`src/rtl/except_ctrl_if.sv`:
```
// +----------------------------------------------------------------------+
// | except_ctrl_if : MEM-stage / CP0 bus seen by the exception controller |
// | Rev 1.0                                                              |
// +----------------------------------------------------------------------+
`default_nettype none

interface except_ctrl_if;
  logic        mem_valid_i;
  logic [4:0]  except_flags_i;
  logic [31:0] cur_inst_addr_i;
  logic        in_delayslot_i;
  logic [31:0] status_i;
  logic [31:0] cause_i;
  logic [31:0] epc_i;
  logic        wb_cp0_we_i;
  logic [4:0]  wb_cp0_waddr_i;
  logic [31:0] wb_cp0_wdata_i;
  logic [31:0] except_type_o;
  logic [31:0] cur_inst_addr_o;
  logic        in_delayslot_o;
  logic        flush_o;
  logic [31:0] new_pc_o;
  logic [31:0] epc_o;

  modport master (
    output mem_valid_i, except_flags_i, cur_inst_addr_i, in_delayslot_i,
           status_i, cause_i, epc_i, wb_cp0_we_i, wb_cp0_waddr_i, wb_cp0_wdata_i,
    input  except_type_o, cur_inst_addr_o, in_delayslot_o, flush_o, new_pc_o, epc_o
  );

  modport slave (
    input  mem_valid_i, except_flags_i, cur_inst_addr_i, in_delayslot_i,
           status_i, cause_i, epc_i, wb_cp0_we_i, wb_cp0_waddr_i, wb_cp0_wdata_i,
    output except_type_o, cur_inst_addr_o, in_delayslot_o, flush_o, new_pc_o, epc_o
  );
endinterface

`default_nettype wire

```
`src/rtl/except_ctrl.sv`:
```
// +----------------------------------------------------------------------+
// | except_ctrl : MEM-stage exception arbiter, CP0 forwarding, flush FSM |
// | Optional macro EXCEPT_STATS_EN adds exc_count_o.  Rev 1.0            |
// +----------------------------------------------------------------------+
`default_nettype none

module except_ctrl #(
  parameter logic [31:0] EXC_VECTOR   = 32'h0000_0020,
  parameter int unsigned FLUSH_CYCLES = 1,
  parameter int unsigned SYNC_STAGES  = 2
) (
  input  logic        clk,
  input  logic        rst,
  input  logic [5:0]  int_i,
  output logic [5:0]  int_sync_o,
`ifdef EXCEPT_STATS_EN
  output logic [31:0] exc_count_o,
`endif
  except_ctrl_if.slave bus
);

  localparam logic [31:0] c_code_none = 32'h0;
  localparam logic [31:0] c_code_int  = 32'h1;
  localparam logic [31:0] c_code_sys  = 32'h8;
  localparam logic [31:0] c_code_inv  = 32'ha;
  localparam logic [31:0] c_code_ovf  = 32'hc;
  localparam logic [31:0] c_code_trap = 32'hd;
  localparam logic [31:0] c_code_eret = 32'he;
  localparam int unsigned c_sync_w    = SYNC_STAGES * 6;

  typedef enum logic [0:0] {S_IDLE = 1'b0, S_FLUSH = 1'b1} state_e;

  // Synchronizer chain: newest sample in the low six bits.
  logic [c_sync_w-1:0] sync_q;

  always_ff @(posedge clk or posedge rst) begin
    if (rst) begin
      sync_q <= '0;
    end else begin
      sync_q <= {sync_q[c_sync_w-7:0], int_i};
    end
  end

  assign int_sync_o = sync_q[c_sync_w-1 -: 6];

  logic [31:0] status_eff;
  logic [31:0] cause_eff;
  logic [31:0] epc_eff;

  // Cause is only partially software-writable: IP1:0, IV and WP.
  always_comb begin
    status_eff = bus.status_i;
    cause_eff  = bus.cause_i;
    epc_eff    = bus.epc_i;
    if (bus.wb_cp0_we_i) begin
      case (bus.wb_cp0_waddr_i)
        5'd12: status_eff = bus.wb_cp0_wdata_i;
        5'd13: begin
          cause_eff[9:8] = bus.wb_cp0_wdata_i[9:8];
          cause_eff[22]  = bus.wb_cp0_wdata_i[22];
          cause_eff[23]  = bus.wb_cp0_wdata_i[23];
        end
        5'd14: epc_eff = bus.wb_cp0_wdata_i;
        default: ;
      endcase
    end
  end

  assign bus.epc_o = epc_eff;

  logic int_pending;
  logic unused_fwd;

  assign int_pending = (|(cause_eff[15:8] & status_eff[15:8])) &
                       status_eff[0] & ~status_eff[1];
  assign unused_fwd  = ^{status_eff[31:16], status_eff[7:2],
                         cause_eff[31:16], cause_eff[7:0]};

  logic [31:0] code;

  always_comb begin
    code = c_code_none;
    if (bus.mem_valid_i) begin
      if (int_pending)                 code = c_code_int;
      else if (bus.except_flags_i[2])  code = c_code_inv;
      else if (bus.except_flags_i[1])  code = c_code_trap;
      else if (bus.except_flags_i[0])  code = c_code_ovf;
      else if (bus.except_flags_i[3])  code = c_code_sys;
      else if (bus.except_flags_i[4])  code = c_code_eret;
      else                             code = c_code_none;
    end
  end

  state_e      state_q, state_d;
  logic [3:0]  cnt_q, cnt_d;
  logic [31:0] except_type_q, except_type_d;
  logic [31:0] cur_inst_addr_q, cur_inst_addr_d;
  logic        in_delayslot_q, in_delayslot_d;
  logic        flush_q, flush_d;
  logic [31:0] new_pc_q, new_pc_d;
  logic        take_event;

  assign take_event = (state_q == S_IDLE) && (code != c_code_none);

  always_ff @(posedge clk or posedge rst) begin
    if (rst) begin
      state_q         <= S_IDLE;
      cnt_q           <= '0;
      except_type_q   <= '0;
      cur_inst_addr_q <= '0;
      in_delayslot_q  <= 1'b0;
      flush_q         <= 1'b0;
      new_pc_q        <= '0;
    end else begin
      state_q         <= state_d;
      cnt_q           <= cnt_d;
      except_type_q   <= except_type_d;
      cur_inst_addr_q <= cur_inst_addr_d;
      in_delayslot_q  <= in_delayslot_d;
      flush_q         <= flush_d;
      new_pc_q        <= new_pc_d;
    end
  end

  // The CP0 handoff fields are one-cycle pulses; flush/new_pc persist.
  always_comb begin
    state_d         = state_q;
    cnt_d           = cnt_q;
    except_type_d   = '0;
    cur_inst_addr_d = '0;
    in_delayslot_d  = 1'b0;
    flush_d         = flush_q;
    new_pc_d        = new_pc_q;
    case (state_q)
      S_IDLE: begin
        flush_d = 1'b0;
        if (take_event) begin
          except_type_d   = code;
          cur_inst_addr_d = bus.cur_inst_addr_i;
          in_delayslot_d  = bus.in_delayslot_i;
          flush_d         = 1'b1;
          new_pc_d        = (code == c_code_eret) ? epc_eff : EXC_VECTOR;
          cnt_d           = 4'(FLUSH_CYCLES - 1);
          state_d         = S_FLUSH;
        end
      end
      S_FLUSH: begin
        if (cnt_q == 4'd0) begin
          flush_d = 1'b0;
          state_d = S_IDLE;
        end else begin
          cnt_d = cnt_q - 4'd1;
        end
      end
      default: begin
        flush_d = 1'b0;
        state_d = S_IDLE;
      end
    endcase
  end

  assign bus.except_type_o   = except_type_q;
  assign bus.cur_inst_addr_o = cur_inst_addr_q;
  assign bus.in_delayslot_o  = in_delayslot_q;
  assign bus.flush_o         = flush_q;
  assign bus.new_pc_o        = new_pc_q;

`ifdef EXCEPT_STATS_EN
  logic [31:0] exc_count_q;

  always_ff @(posedge clk or posedge rst) begin
    if (rst) begin
      exc_count_q <= '0;
    end else if (take_event && (code != c_code_eret) && (exc_count_q != 32'hFFFF_FFFF)) begin
      exc_count_q <= exc_count_q + 32'd1;
    end
  end

  assign exc_count_o = exc_count_q;
`else
  // Event statistics are not built in this configuration.
`endif

endmodule

`default_nettype wire

```
`src/flat_wrapper.sv`:
```
// flat-port wrapper written by rule: the top's interface ports become plain ports
module except_ctrl_flat 
#(
  parameter logic [31:0] EXC_VECTOR   = 32'h0000_0020,
  parameter int unsigned FLUSH_CYCLES = 1,
  parameter int unsigned SYNC_STAGES  = 2
)
  (clk, rst, int_i, int_sync_o, bus_mem_valid_i, bus_except_flags_i, bus_cur_inst_addr_i, bus_in_delayslot_i, bus_status_i, bus_cause_i, bus_epc_i, bus_wb_cp0_we_i, bus_wb_cp0_waddr_i, bus_wb_cp0_wdata_i, bus_except_type_o, bus_cur_inst_addr_o, bus_in_delayslot_o, bus_flush_o, bus_new_pc_o, bus_epc_o);
  except_ctrl_if bus_i ();
  input  logic clk;
  input  logic rst;
  input  logic [5:0] int_i;
  output logic [5:0] int_sync_o;
  input wire logic [$bits(bus_i.mem_valid_i)-1:0] bus_mem_valid_i;
  input wire logic [$bits(bus_i.except_flags_i)-1:0] bus_except_flags_i;
  input wire logic [$bits(bus_i.cur_inst_addr_i)-1:0] bus_cur_inst_addr_i;
  input wire logic [$bits(bus_i.in_delayslot_i)-1:0] bus_in_delayslot_i;
  input wire logic [$bits(bus_i.status_i)-1:0] bus_status_i;
  input wire logic [$bits(bus_i.cause_i)-1:0] bus_cause_i;
  input wire logic [$bits(bus_i.epc_i)-1:0] bus_epc_i;
  input wire logic [$bits(bus_i.wb_cp0_we_i)-1:0] bus_wb_cp0_we_i;
  input wire logic [$bits(bus_i.wb_cp0_waddr_i)-1:0] bus_wb_cp0_waddr_i;
  input wire logic [$bits(bus_i.wb_cp0_wdata_i)-1:0] bus_wb_cp0_wdata_i;
  output wire logic [$bits(bus_i.except_type_o)-1:0] bus_except_type_o;
  output wire logic [$bits(bus_i.cur_inst_addr_o)-1:0] bus_cur_inst_addr_o;
  output wire logic [$bits(bus_i.in_delayslot_o)-1:0] bus_in_delayslot_o;
  output wire logic [$bits(bus_i.flush_o)-1:0] bus_flush_o;
  output wire logic [$bits(bus_i.new_pc_o)-1:0] bus_new_pc_o;
  output wire logic [$bits(bus_i.epc_o)-1:0] bus_epc_o;
  assign bus_i.mem_valid_i = bus_mem_valid_i;
  assign bus_i.except_flags_i = bus_except_flags_i;
  assign bus_i.cur_inst_addr_i = bus_cur_inst_addr_i;
  assign bus_i.in_delayslot_i = bus_in_delayslot_i;
  assign bus_i.status_i = bus_status_i;
  assign bus_i.cause_i = bus_cause_i;
  assign bus_i.epc_i = bus_epc_i;
  assign bus_i.wb_cp0_we_i = bus_wb_cp0_we_i;
  assign bus_i.wb_cp0_waddr_i = bus_wb_cp0_waddr_i;
  assign bus_i.wb_cp0_wdata_i = bus_wb_cp0_wdata_i;
  assign bus_except_type_o = bus_i.except_type_o;
  assign bus_cur_inst_addr_o = bus_i.cur_inst_addr_o;
  assign bus_in_delayslot_o = bus_i.in_delayslot_o;
  assign bus_flush_o = bus_i.flush_o;
  assign bus_new_pc_o = bus_i.new_pc_o;
  assign bus_epc_o = bus_i.epc_o;
  except_ctrl #(.EXC_VECTOR(EXC_VECTOR), .FLUSH_CYCLES(FLUSH_CYCLES), .SYNC_STAGES(SYNC_STAGES)) u_core (.clk(clk), .rst(rst), .int_i(int_i), .int_sync_o(int_sync_o), .bus(bus_i));
endmodule
```
`config.mk`:
```
export PLATFORM = sky130hd
export DESIGN_NAME = except_ctrl_flat
export DESIGN_NICKNAME = d
export VERILOG_FILES = /design/src/rtl/except_ctrl_if.sv /design/src/rtl/except_ctrl.sv /design/src/flat_wrapper.sv
export SDC_FILE = /design/constraint.sdc
export NUM_CORES = 1
export LEC_CHECK = 0
export ABC_AREA = 1
export BUFFER_PORTS_ARGS = -buffer_cell sky130_fd_sc_hd__buf_2
export CAP_MARGIN = 20
export CORE_MARGIN = 10
export CORE_UTILIZATION = 33
export CTS_BUF_LIST = sky130_fd_sc_hd__clkbuf_8
export CTS_CLUSTER_SIZE = 24
export DETAILED_ROUTE_END_ITERATION = 10
export PLACE_DENSITY = 0.65
export SYNTH_ARGS = -nofsm -noshare
export SYNTH_HDL_FRONTEND = slang
export SYNTH_SLANG_ARGS = --single-unit
export TNS_END_PERCENT = 30
```
`constraint.sdc`:
```
create_clock -name clk -period 7.4 [get_ports clk]
set_clock_uncertainty 0.2 [all_clocks]
set_input_delay 1.11 -clock clk [delete_from_list [all_inputs] [get_ports clk]]
set_output_delay 1.11 -clock clk [all_outputs]
set_load 0.01 [all_outputs]
```
=== Word-level counts from Yosys, hierarchy flattened ===
Cells that the tools add are included.

* Add/subtract/negate cells: 1
* $mul: 0
* Divide/modulo/power cells: 0
* Magnitude comparators: 0
* Eq/ne operators: 7
* Shift operators: 0
* Mux-type cells: 28
* Bitwise gates (word level): 5
* Reduce and logical (&&, ||, !) cells: 6

{| class="wikitable"
|+ Operators with widths
! kind !! number
|-
| two-way mux 32 bit || 13
|-
| == test 32 x 4 -> 1 bit, second input constant || 1
|-
| two-way mux 16 bit || 2
|-
| nonzero test 32 bit || 1
|-
| == test 5 x 4 -> 1 bit, second input constant || 3
|-
| two-way mux 4 bit || 3
|-
| AND 8 bit || 1
|-
| one-hot mux 4 bit (2 select lines) || 1
|-
| OR reduction 8 bit || 1
|-
| two-way mux 1 bit || 5
|-
| logical NOT 4 bit || 1
|-
| two-way mux 2 bit || 2
|-
| inequality test 2 bit, second input constant || 2
|-
| one-hot mux 1 bit (2 select lines) || 2
|-
| AND reduction 2 bit || 2
|-
| subtractor 4 x 1 -> 4 bit, second input constant || 1
|-
| AND 1 bit || 2
|-
| inequality test 2 x 1 -> 1 bit, second input constant || 1
|-
| inverter 1 bit || 2
|-
| logical AND 1 bit || 1
|}

* Flip-flop bits (word level): 115
* Bits in latches: 0
* Bits in writable memories: 0
* Bits in read-only memories: 0
* Input bits: 181
* Output and inout port bits: 136
* Logic and storage cells: 55
* Memories kept: 0

=== Longest topological paths before layout ===
Gate-level depths: netlist of the first run.

* Depth in word-level cells: 13
* Gate-level depth with buffers: 16
* Depth with buffers taken out: 15

=== Worst setup path before layout of the first run ===
No wires, ideal clock.

* Path type: input -> output
* Start point: input port bus_wb_cp0_waddr_i[0]
* End point: output port bus_epc_o[31]
* Data arrival time: 2129 ps
* Data required time: 6090 ps
* Slack: 3961 ps
* Cell stages on the path: 5
* Buffers on the path: 1
* Cells stage by stage: nor2_4 nand4_1 clkbuf_1 o21ai_0 inv_1

* Cells in the longest elaborated chain, start to end: 3

{| class="wikitable"
|+ RTL lines
! what !! RTL line !! text
|-
| from (decl) || flat_wrapper.sv:22 || <nowiki>input wire logic [$bits(bus_i.wb_cp0_waddr_i)-1:0] bus_wb_cp0_waddr_i;</nowiki>
|-
| == test 5 x 4 -> 1 bit || except_ctrl.sv:56 || <nowiki>case (bus.wb_cp0_waddr_i)</nowiki>
|-
| two-way mux 32 bit || except_ctrl.sv:56 ||
|-
| two-way mux 32 bit || except_ctrl.sv:55 || <nowiki>if (bus.wb_cp0_we_i) begin</nowiki>
|-
| to (decl) || flat_wrapper.sv:29 || <nowiki>output wire logic [$bits(bus_i.epc_o)-1:0] bus_epc_o;</nowiki>
|}

Every way passes these cells.

=== Worst setup path after layout of the first run ===
* Start point: input port bus_wb_cp0_waddr_i[0]
* End point: output port bus_epc_o[1]

Same word-level chain as after synthesis.

==> metrics.cfg, run 1 <==
[run_status]
status=finished clean

[worst_setup_path]
crit_slowest_cell=o21ai_0
crit_required_ps=6090
worstPathCellList=buf_2, nor2_4, nand4_1, buf_4, o21ai_0, inv_1, buf_2
cp_max_fo=64
startpoint_type=input pin
worstPathArrival_ps=2550
crit_top_cell=buf_2
critPathKind=input pin to primary output
critPathCaptureType=primary output
worst-r2r-cell-count=5
cp_slowest_stage_delay_ps=390
rrSetupSlack_ps=5340

[die]
core_um2=13100
ios=317
die_height_um=135
start_util_pct=33.3
chipWidth_um=135
dieArea_um2=18300
fp-row-count=42

[pwr]
powerDensity_nw_per_um2=230
ir_worst_vdd_mv=0.0900
static-leakage-power_nw=3.88

[clocking]
cts_max_level=3
insertion_delay_ps=360
clk_path_buf_depth=2
clk_pin_slew_worst_paths_ps=90
post_cts_buffers=0
tritoncts=done
cts_buffers=9
ctsResizeCount=0
cts_hold_buf=0
clock_sinks=87
root_buffer=clkbuf_8

[layout]
layout_common_cells=buf_2 (242), nand2_1 (158), inv_1 (128), dfrtp_1 (87), nor2_1 (76)
layout.nets=995
area_delta_synth_final_pct=32.7
fill_cells=1361
drive_gt1_share_pct=33.1
n_antenna_cell=0
final_common_cell=buf_2

[min_path]
hold_path_depth=0
min_path_type=flop to flop

[synth]
syn-instance-count=582
yosys.area.top_type=dfrtp_1
synth_area_per_cell_um2=7.52
synth-seq-cells=87
ys_types=24
synth_seq_area_share_pct=49.7
syn_area_um2=4380
yosysWarningCount=0
netlist.area_leader.share_pct=49.7
yosys-top-cells-area=dfrtp_1 (50%), nand2_1 (14%), inv_1 (11%), buf_4 (6.5%), nor2_1 (6.5%)

[route]
antenna_left=0
wirelength_um=13500
dr.pass1.iters=4
vias=4024
drc=0
drt_iter0_drc=165
wl_per_cell_um=13.5
drt-vias-per-instance=4.05

[grt]
grt_antenna_before_repair=0
overflow=0
grt_usage_pct=14.1
grt_max_degree=65
grt_pass1_wl_um=20500
grt_pass1_vias=3930

[sta]
finalMaxSlewViolations=0
setup_violations=0
hold-worst-slack_ps=153
rsz0062_at_grt=no
tightest_slew_ps=907
min_period_ps=3860
tns_ps=0
clock.fmax_mhz=259
fin_crit_sh_pct=52.1
timing_hold_violations_final=0
slew_headroom_pct=39.3

[placed_design]
hpwl_um=10700
io_buffers=242
gp_congestion=0.766

[flow_run]
drv_cap=0

Yosys cell counts:
cell	count
nand2_1	158
nor2_4	3
conb_1	1
o31ai_2	1
nand3_1	19
buf_4	38
nor3_1	3
o31ai_1	1
or2_2	1
nor2_1	76
o21ai_0	33
xnor2_1	1
ha_1	1
nand4_1	2
nand3_4	1
nor2_2	1
nand3b_1	5
a21oi_1	5
buf_6	3
buf_2	6
inv_1	129
nand2_2	1
dfrtp_1	87
clkbuf_1	6
path summary, 6_finish.rpt:
check	start	to
worst min register to register	u_core.sync_q[5]$_DFF_PP0_	u_core.sync_q[11]$_DFF_PP0_
worst max-delay path	bus_wb_cp0_waddr_i[0]	bus_epc_o[1]
max in group asynchronous	rst	u_core.bus.new_pc_o[1]$_DFFE_PP0P_
worst min-delay path	u_core.sync_q[5]$_DFF_PP0_	u_core.sync_q[11]$_DFF_PP0_
min in group asynchronous	rst	u_core.bus.cur_inst_addr_o[24]$_DFF_PP0_
worst max register to register	u_core.state_q$_DFF_PP0_	u_core.bus.new_pc_o[5]$_DFFE_PP0P_
metal layers:
layer	GRT usage, %	vias up	routed length (um)
met5	0	-	0
li1	-	2092	-
met4	4.67	0	154
met3	4.08	10	1070
met1	16.2	1772	5560
met2	24.6	150	6660
cell type report:
class	count	area, um2	share of cell area [%]
multi-input cells	340	1450	24.9
well taps	176	220	3.79
clock inverters	7	115	1.98
clock buffers	9	124	2.13
inverters	129	487	8.38
flip-flops and latches	87	2180	37.5
repair buffers	246	1240	21.4
critical path, delay by kind of cell:
kind,cells,cell delay (ps)
buffers and inverters,4,670
AND/OR/NAND/NOR,2,350
AO/OA/AOI/OAI,1,390
kinds of logic (layout without fill, tap and decap cells):
kind of cell / after synthesis / count (layout) / synth area share [%]
AO/OA/AOI/OAI: 40 / 40 / 4.80
AND/OR/NAND/NOR: 270 / 270 / 25.3
XOR/XNOR: 1 / 1 / 0.200
buffers and inverters: 182 / 391 / 19.6
adder cells (fa/ha/maj): 1 / 1 / 0.286
other: 1 / 28 / 0.0857
flip-flops: 87 / 87 / 49.7
registers in the layout, summed over array words and instances, names as in the netlist:
signal                      flops
u_core.bus.cur_inst_addr_o     32
u_core.bus.new_pc_o            32
u_core.sync_q                  12
u_core.bus.except_type_o        4
u_core.cnt_q                    4
u_core.bus.flush_o              1
u_core.bus.in_delayslot_o       1
u_core.state_q                  1
per-stage QoR:
step	cells	cell area, um2	utilization, %	power, mW	setup slack (ps)
after CTS	994	5810	44.2	1.36	3500
after global routing	994	5810	44.2	1.43	3390
after detailed placement	978	5570	42.4	0.967	3490
after global placement	978	5570	42.4	0.962	3470
after floorplan	609	4480	-	0.830	3840
final	994	5810	44.2	1.34	3540
power by group:
part	switching [mW]	internal [mW]
clock network	0.192	0.199
logic	0.232	0.133
registers	0.0326	0.549
total	0.457	0.881
(Power assumes the default switching activity.)
==> run 2, diff against run 1 <==
- PLACE_DENSITY: 0.65 -> 0.68
- clock period: 7.4 -> 3.35 ns (I/O delays scaled with it)
==> run 2 against run 1 <==
Clock power grew 98%; critical path depth unchanged; core utilization is 0.25 points higher; die area unchanged; global-route usage increased by 0.18 points; sequential share of layout area shrank 0.21 points; routed wire length is 1.5% higher; critical path type unchanged; largest cell class unchanged; largest power group unchanged.
==> metrics.cfg, run 2 (same netlist as run 1, synthesis figures left out) <==
[run_status]
status=finished clean

[sta]
fin_ws_ps=797
tns_ps=0
timing_hold_violations_final=0
clock.fmax_mhz=392
setup_violations=0
rsz0062_at_grt=no
tightest_slew_ps=513
min_period_ps=2550
slew_headroom_pct=65.5
finalMaxSlewViolations=0
fin_crit_sh_pct=76.2

[worst_setup_path]
critPathKind=input pin to primary output
critPathCaptureType=primary output
cp_max_fo=64
worstPathArrival_ps=1850
worstPathCellList=buf_2, nor2_4, nand4_1, buf_12, o21ai_0, inv_1, buf_2
cp_top_family=buffers and inverters
crit_required_ps=2650
cp_slowest_stage_delay_ps=360
crit_slowest_cell=o21ai_0
startpoint_type=input pin
path_buf_inv=4
crit_top_cell=buf_2

[layout]
drive_gt1_share_pct=33.4
layout.nets=998
layout_common_cells=buf_2 (242), nand2_1 (158), inv_1 (128), dfrtp_1 (87), nor2_1 (76)
final_common_cell=buf_2
fill_cells=1368
postLayoutCellArea_um2=5840
n_antenna_cell=0
area_delta_synth_final_pct=33.5

[route]
antenna_left=0
wirelength_um=13700
dr.pass1.iters=4
vias=4054
drt_iter0_drc=192
drc=0
drt-vias-per-instance=4.07
wl_per_cell_um=13.7

[clocking]
clk_path_buf_depth=2
ctsResizeCount=0
clock_sinks=87
cts_hold_buf=0
cts_buffers=9
insertion_delay_ps=350
root_buffer=clkbuf_8
clk_pin_slew_worst_paths_ps=90
cts_max_level=3
tritoncts=done
post_cts_buffers=0

[flow_run]
drv_cap=0

[grt]
grt_max_degree=88
overflow=0
grt_pass1_vias=4194
grt_antenna_before_repair=0
grt_usage_pct=14.3
grt_pass1_wl_um=20900

[pwr]
ir_worst_vdd_mv=0.184
powerDensity_nw_per_um2=497
static-leakage-power_nw=3.90

[die]
ios=317
dieArea_um2=18300
start_util_pct=33.3
core_um2=13100
fp-row-count=42
die_height_um=135
chipWidth_um=135

[min_path]
min_path_type=input pin to async pin

[placed_design]
gp_congestion=0.770
io_buffers=242
hpwl_um=10700
pre_cts_slack_ps=773
post_dp_cell_area_um2=5630

[run 2: path summary, 6_finish.rpt]
path / cells after the start / endpoint / start / slack (ps)
setup / recovery: 7 / bus_epc_o[9] / bus_wb_cp0_waddr_i[0] / 800
hold / removal: 3 / u_core.sync_q[1]$_DFF_PP0_ / rst / 20
setup reg to reg: 9 / u_core.cnt_q[3]$_DFFE_PP0P_ / u_core.cnt_q[0]$_DFFE_PP0P_ / 1410
hold reg to reg: 0 / u_core.sync_q[10]$_DFF_PP0_ / u_core.sync_q[4]$_DFF_PP0_ / 150
max in group asynchronous: 3 / u_core.bus.new_pc_o[11]$_DFFE_PP0P_ / rst / 2540
min in group clk: 1 / u_core.sync_q[3]$_DFF_PP0_ / int_i[3] / 50
[run 2: stage by stage]
step	hold slack, ps	utilization, %	total power, mW	instances
floorplan	131	-	1.83	609
global placement	131	42.8	2.15	981
detailed placement	135	42.8	2.17	981
CTS	31.0	44.5	2.96	997
global route	30.4	44.5	3.12	997
finish	22.8	44.5	2.90	997
[run 2: area by class of cell]
type | count | area [um2] | share of cell area, %
clock inverters | 6 | 75.1 | 1.29
clock buffers | 10 | 138 | 2.36
inverters | 129 | 485 | 8.31
multi-input cells | 340 | 1450 | 24.7
repair buffers | 249 | 1300 | 22.3
well taps | 176 | 220 | 3.77
flip-flops and latches | 87 | 2180 | 37.3
[run 2: worst min-delay path, stage by stage]
cell,delay (ps)
buf_2,100
clkinv_2,50
buf_12,350
[run 2: power by group]
part | total (mW) | switching, mW | internal (mW) | leakage, nW
Sequential | 1.29 | 0.0738 | 1.21 | 1.15
Combinational | 0.841 | 0.523 | 0.318 | 2.64
Clock | 0.776 | 0.400 | 0.376 | 0.105
Total | 2.90 | 0.997 | 1.91 | 3.90
[run 2: per-layer routing]
layer	share of wire, %	up-vias	GRT usage (%)
met4	1.2	0	5.08
met5	0	-	0
li1	-	2092	-
met2	50	147	25.0
met3	7.7	9	4.15
met1	41	1806	16.2
